===== src/rtl/mdr_unit.sv =====
// Memory data register with a req/ack memory handshake and a bounded wait; every output is registered.
// A load lands in 1 cycle, memory ops finish on ack or time out; commands arriving while busy are dropped and flagged.
module mdr_unit #(
  parameter int DATA_W  = 32,
  parameter int TIMEOUT = 16
) (
  input  logic              clk,
  input  logic              clr,
  input  logic [DATA_W-1:0] bus_contents,
  input  logic              mdr_in,
  input  logic              read,
  input  logic              mem_write,
  input  logic [DATA_W-1:0] mem_rdata,
  input  logic              mem_ack,
  output logic [DATA_W-1:0] mdr_q,
  output logic              mem_rd_req,
  output logic              mem_wr_req,
  output logic [DATA_W-1:0] mem_wdata,
  output logic              busy,
  output logic              done,
  output logic              cmd_err,
  output logic              timeout_err
);

  typedef enum logic [1:0] {IDLE, RD_WAIT, WR_WAIT} state_t;

  localparam logic [7:0] CNT_LAST = 8'(TIMEOUT - 1);

  state_t            state_q, state_d;
  logic [7:0]        cnt_q, cnt_d;
  logic [DATA_W-1:0] mdr_d;
  logic [DATA_W-1:0] wdata_q, wdata_d;
  logic              rd_req_q, rd_req_d;
  logic              wr_req_q, wr_req_d;
  logic              busy_q, busy_d;
  logic              done_q, done_d;
  logic              cmd_err_q, cmd_err_d;
  logic              tout_q, tout_d;

  always_comb begin
    state_d   = state_q;
    cnt_d     = cnt_q;
    mdr_d     = mdr_q;
    wdata_d   = wdata_q;
    rd_req_d  = rd_req_q;
    wr_req_d  = wr_req_q;
    done_d    = 1'b0;
    cmd_err_d = 1'b0;
    tout_d    = tout_q;

    case (state_q)
      IDLE: begin
        if (mem_write) begin
          // Write captures the pre-load MDR; a same-cycle bus load still lands.
          wdata_d  = mdr_q;
          wr_req_d = 1'b1;
          cnt_d    = 8'd0;
          state_d  = WR_WAIT;
          if (mdr_in && !read) mdr_d = bus_contents;
          if (mdr_in && read)  cmd_err_d = 1'b1;
        end else if (mdr_in) begin
          if (read) begin
            rd_req_d = 1'b1;
            cnt_d    = 8'd0;
            state_d  = RD_WAIT;
          end else begin
            mdr_d = bus_contents;
          end
        end
      end
      RD_WAIT, WR_WAIT: begin
        if (mdr_in || mem_write) cmd_err_d = 1'b1;
        // Ack takes priority over an expiring counter on the same edge.
        if (mem_ack) begin
          if (state_q == RD_WAIT) mdr_d = mem_rdata;
          rd_req_d = 1'b0;
          wr_req_d = 1'b0;
          done_d   = 1'b1;
          state_d  = IDLE;
        end else if (cnt_q == CNT_LAST) begin
          rd_req_d = 1'b0;
          wr_req_d = 1'b0;
          tout_d   = 1'b1;
          state_d  = IDLE;
        end else begin
          cnt_d = cnt_q + 8'd1;
        end
      end
      default: state_d = IDLE;
    endcase

    busy_d = (state_d != IDLE);
  end

  always_ff @(posedge clk) begin
    if (clr) begin
      state_q   <= IDLE;
      cnt_q     <= 8'd0;
      mdr_q     <= '0;
      wdata_q   <= '0;
      rd_req_q  <= 1'b0;
      wr_req_q  <= 1'b0;
      busy_q    <= 1'b0;
      done_q    <= 1'b0;
      cmd_err_q <= 1'b0;
      tout_q    <= 1'b0;
    end else begin
      state_q   <= state_d;
      cnt_q     <= cnt_d;
      mdr_q     <= mdr_d;
      wdata_q   <= wdata_d;
      rd_req_q  <= rd_req_d;
      wr_req_q  <= wr_req_d;
      busy_q    <= busy_d;
      done_q    <= done_d;
      cmd_err_q <= cmd_err_d;
      tout_q    <= tout_d;
    end
  end

  assign mem_rd_req  = rd_req_q;
  assign mem_wr_req  = wr_req_q;
  assign mem_wdata   = wdata_q;
  assign busy        = busy_q;
  assign done        = done_q;
  assign cmd_err     = cmd_err_q;
  assign timeout_err = tout_q;

endmodule


===== config.mk =====
export PLATFORM = sky130hd
export DESIGN_NAME = mdr_unit
export DESIGN_NICKNAME = d
export VERILOG_FILES = /design/src/rtl/mdr_unit.sv
export SDC_FILE = /design/constraint.sdc
export NUM_CORES = 1
export LEC_CHECK = 0
export BUFFER_PORTS_ARGS = -buffer_cell sky130_fd_sc_hd__clkbuf_2
export CORE_UTILIZATION = 50
export CTS_BUF_LIST = sky130_fd_sc_hd__clkbuf_8
export DETAILED_ROUTE_END_ITERATION = 7
export MAX_ROUTING_LAYER = met4
export PLACE_DENSITY = 0.82
export SYNTH_ARGS = -nofsm -noshare
export SYNTH_HDL_FRONTEND = slang
export SYNTH_SLANG_ARGS = --single-unit

===== constraint.sdc =====
create_clock -name clk -period 2.35 [get_ports clk]
set_input_delay 0.1175 -clock clk [delete_from_list [all_inputs] [get_ports clk]]
set_output_delay 0.1175 -clock clk [all_outputs]
set_load 0.03 [all_outputs]

---- Word level (Yosys, flattened, before mapping) ----
Index checks and enable logic that the tools add are counted.
storage, ports and cells
  register bits ........................... 80
  word-level logic and storage cells ...... 76
operators by class
  add/subtract/negate cells ............... 1
  eq/ne operators ......................... 16
  muxes and demuxes ....................... 32
  bitwise gates (word level) .............. 2
  reduce and logical (&&, ||, !) cells .... 15
operators by type and width
  kind                   count
  $mux W32               6
  $pmux W32 S2           1
  $mux W8                5
  $ne A2 B2 Y1 const B   8
  $pmux W8 S2            1
  $ne A3 B3 Y1 const B   5
  $mux W1                10
  $mux W2                5
  $reduce_and A5 Y1      2
  $add A8 B1 Y8 const B  1
  $eq A8 B4 Y1 const B   1
  $pmux W1 S2            3
  $reduce_and A3 Y1      2
  $reduce_and A6 Y1      1
  $pmux W2 S2            1
  $reduce_bool A2 Y1     2
  $reduce_or A2 Y1       2
  $eq A2 B1 Y1 const B   1
  $eq A2 B2 Y1 const B   1
  $logic_and A1 B1 Y1    2
  $logic_not A2 Y1       1
  $not A1 Y1             2
  $reduce_and A2 Y1      1
  $logic_not A1 Y1       1
  $logic_or A1 B1 Y1     1

---- Longest topological paths before layout ----
  word-level depth ........................ 5
  depth in mapped cells ................... 7
  gate-level depth less buffers ........... 6

---- Worst setup path after synthesis ----
No wires, ideal clock.
  path type ............................... register -> register
  from .................................... register state_q[0]
  to ...................................... register mdr_q[11]
  setup time .............................. 0.146 ns
  arrival time ............................ 1.813 ns
  slack ................................... 0.391 ns
  cell stages (with the launch flop) ...... 7
  buffers on the path ..................... 1
  period minus slack after synthesis ...... 1.959 ns
  cells stage by stage .................... dfxtp_1 inv_1 ha_1 and2b_4 a2111oi_4 buf_4 a211oi_2
on the way
  word-level cells in the longest chain between the ends .. 4
  elaborated cells between the ends (all ways) .. 12
  classes of those cells .................. 7 x eq/ne; 1 x mux; 4 x reduce/logical
RTL lines
  element                                                              RTL line  source
  start, declared                                                      29        state_t state_q, state_d;
  start signal, assigned                                               108       state_q <= state_d;
  $eq A2 B1 Y1 or $eq A2 B2 Y1 (tied branches)                         51, 75
  $reduce_or A2 Y1                                                     51        case (state_q)
  $ne A2 B2 Y1 (no source line) or $reduce_bool A2 Y1 (tied branches)  n/a
  $reduce_and A6 Y1 (no source line)                                   n/a
  end signal, assigned                                                 110       mdr_q <= mdr_d;
  end, declared                                                        15        output logic [DATA_W-1:0] mdr_q,
Parallel ways exist; a longest one is shown, timed or not.
A chain may end at the register's enable or synchronous reset.

---- Worst setup path after layout ----
  from .................................... register state_q[0]
  to ...................................... register mdr_q[5]
Same word-level chain as after synthesis.

==> results.py <==
metrics = {
    "outcome": {
        "run_status": "finished, final reports clean",
    },
    "die": {
        "fp.coreArea_um2": 6794,
        "initial_core_util_pct": 51.60,
        "chipHeight_um": 85.74,
        "fp.dieArea_um2": 7350,
        "row_count": 30,
        "die_x_um": 85.74,
        "ios": 140,
    },
    "timing": {
        "timing.final.max_slew_violations": 0,
        "period_minus_slack_ns": 2.022,
        "grt_setup_unrepaired": "false",
        "setup_viol_count_final": 0,
        "timing.fmax_mhz": 494.6,
        "tightestPinTransition_ns": 0.5898,
        "timing.setup.tns_ns": 0,
        "report.final.hold_viol_count": 0,
        "fin_skew_ns": 0.007751,
        "hold_ws_ns": 0.01764,
        "timing.final.crit_share_pct": 86.04,
        "max-slew-margin-rel_pct": 60.46,
    },
    "drt": {
        "detail-route-antenna-nets": 0,
        "drtPass1Iterations": 6,
        "detail_route.vias_per_cell": 5.238,
        "detail_route.wirelength_um": 8668,
        "wl_met2_um": 4445,
        "maxUsedRoutingLayer": "met4",
        "met3RoutedLength_um": 375,
        "drt-wirelength-per-cell_um": 14.05,
        "post-route-drc-count": 0,
        "wl_met1_um": 3608,
        "vias": 3232,
        "drt_first_iter_violations": 128,
    },
    "finish": {
        "stdcell_count": 617,
        "finish.net_count": 590,
        "final_common_cell": "clkbuf_2",
        "most_used_cells_in_the_layout_excluding_fill_and_tap_cells": "138 x clkbuf_2, 80 x dfxtp_1, 73 x nand2_1, 40 x nor2_1, 35 x a21oi_1",
        "fraction_of_layout_cells_with_a_size_suffix_above_1_pct": 37.81,
        "flow.area_growth_from_synthesis_pct": 28.16,
        "antennaDiodeCount": 0,
    },
    "pwr": {
        "post-layout-total-power_uw": 3778,
        "leakage_uw": 0.001903,
        "power_per_unit_of_standard_cell_area_nw_per_um2": 840.8,
        "worst_ir_drop_vdd_v": 0.0004211,
    },
    "logic_synthesis": {
        "post_synth_mux_area_share_pct": 9.136,
        "ys_async_rst_share_pct": 0,
        "netlist-cell-type-count": 43,
        "seq_area_frac_synth_pct": 45.68,
        "syn-mean-instance-area_um2": 9.178,
        "synth-compound-area-share_pct": 22.38,
        "syn_inst": 382,
        "main_combinational_cell_family_by_area_after_synthesis": "compound AO/OA/AOI/OAI gates",
        "yosys.area_share.adder_pct": 1.428,
        "synthSimpleGateAreaFrac_pct": 17.06,
        "syn-cell-area_um2": 3506,
        "synth-warning-count": 0,
        "synthFlopType": "dfxtp_1",
        "mappedNetlistNets": 456,
        "synth_edf_count": 0,
        "yosys.area_share.xor_xnor_pct": 0,
        "synth.ff_latch_count": 80,
    },
    "run": {
        "max_cap_viols": 0,
    },
    "clock_network": {
        "post_cts_resized": 0,
        "cts_setup_buffers": 0,
        "clock_sinks": 80,
        "cts-root-buf": "clkbuf_8",
        "clk-insertion-delay-late_ns": 0.35,
        "cts.hold.buffers_added": 0,
        "clk_transition_reported_paths_ns": 0.08,
        "htreeDepth": 3,
        "tritoncts_clock_tree": "yes",
        "tritoncts.num_buffers": 9,
        "clk_path_buf_depth": 2,
    },
    "hold_path": {
        "hold_start": "mem_ack",
        "worst_hold_path_type": "input port to register",
        "hold-path-cell-count": 2,
        "worst_case_hold_path_end_point": "done",
    },
    "worst_setup_path": {
        "worstPathCellList": "inv_1 > ha_2 > and2b_4 > a2111oi_4 > buf_12 > nor2_1 > a211oi_2",
        "buffers_plus_inverters_on_the_worst_setup_path": 2,
        "critPathLaunch": "state_q[0]",
        "r2r_end": "mdr_q[5]",
        "critPathTopFamily": "compound AO/OA/AOI/OAI gates",
        "cp_data_required_time_ns": 2.61,
        "critical_path.startpoint_type": "register",
        "timing.critical_path.to_type": "register",
        "cpPeakStageDelay_ns": 0.40,
        "critical_path_arrival_ns": 2.29,
        "regToRegStartpoint": "state_q[0]",
        "worstPathMaxFanout": 48,
        "setup.worst_path.class": "register to register",
        "ff_to_ff_path_depth": 7,
        "crit_path_top_delay_cell": "a2111oi_4",
        "worst-r2r-setup-slack_ns": 0.33,
    },
    "place": {
        "place_congestion": 0.8308,
        "portBuffers": 139,
        "place_hpwl_um": 6399,
        "post-place-cells": 601,
    },
    "global_route": {
        "global_route.usage.total_pct": 24.01,
        "global_route.overflow_total": 0,
        "grt_pass1_wl_um": 13450,
        "grt_max_degree": 49,
        "antenna_found_initial": 0,
        "vias_in_the_first_global_route": 2990,
    },
}
==> registers in the layout, summed over array words and instances (netlist names) <==
signal / count
mem_wr_req: 1
state_q: 2
mdr_q: 32
cmd_err: 1
busy: 1
done: 1
cnt_q: 8
mem_rd_req: 1
timeout_err: 1
mem_wdata: 32
==> final cells by class <==
cell class | instances | area, um^2
Timing Repair Buffer | 148 | 775.7
Fill cell | 579 | 2301
Multi-Input combinational cell | 271 | 1755
Tap cell | 96 | 120.1
Clock buffer | 9 | 123.9
Clock inverter | 7 | 93.84
Sequential cell | 80 | 1602
Inverter | 6 | 22.52
==> metrics by stage <==
step	setup WS [ns]	utilization, %	cell area (um^2)
floorplan	0.3909	-	3506
global placement	0.4432	62.93	4275
detailed placement	0.3510	62.93	4275
CTS	0.3288	66.13	4493
global route	0.1770	66.13	4493
finish	0.3280	66.13	4493
==> worst max-delay path by stage <==
stage | end | slack, ns | cells past startpoint
floorplan | mdr_q[11] | 0.39 | 6
global placement | mdr_q[5] | 0.44 | 7
detailed placement | mdr_q[31] | 0.35 | 7
CTS | mdr_q[5] | 0.33 | 7
global route | mdr_q[31] | 0.18 | 7
finish | mdr_q[5] | 0.33 | 7
==> synthesized netlist by cell type (all sizes together) (2+ instances only) <==
master | count | area (um^2)
ha | 4 | 50.05
a211oi | 32 | 380.4
a21oi | 35 | 175.2
nor4b | 2 | 17.52
nand2 | 73 | 274.0
nand2b | 2 | 12.51
o21ai | 9 | 45.04
and2 | 7 | 43.79
inv | 6 | 22.52
or3 | 2 | 12.51
nor2 | 40 | 150.1
o211ai | 2 | 15.01
a21o | 2 | 15.01
buf | 13 | 83.82
nor4 | 2 | 12.51
nor2b | 3 | 18.77
dfxtp | 80 | 1602
nand3 | 4 | 20.02
mux2i | 32 | 320.3
o22a | 3 | 26.28
clkbuf | 12 | 45.04
==> power by group <==
part / leakage (uW) / switching [uW] / total, uW / internal (uW)
clock: 0.000111 / 501 / 1100 / 600
combinational: 0.00114 / 712 / 1080 / 370
sequential: 0.000655 / 99.2 / 1600 / 1500
total: 0.00190 / 1310 / 3780 / 2470
==> logic make-up (layout without fill, tap and decap cells) <==
kind of cell | count (synthesis) | after routing
flip-flops | 80 | 80
buffers and inverters | 31 | 170
multiplexers | 32 | 32
adder cells (fa/ha/maj) | 4 | 4
AO/OA/AOI/OAI | 96 | 96
AND/OR/NAND/NOR | 139 | 139
==> routing by layer <==
layer	vias up	global-route usage [%]
li1	1607	-
met1	1501	26.73
met2	104	41.45
met3	20	4.235
met4	0	11.97
met5	-	-
No activity file was read; power rests on OpenSTA's default activity.
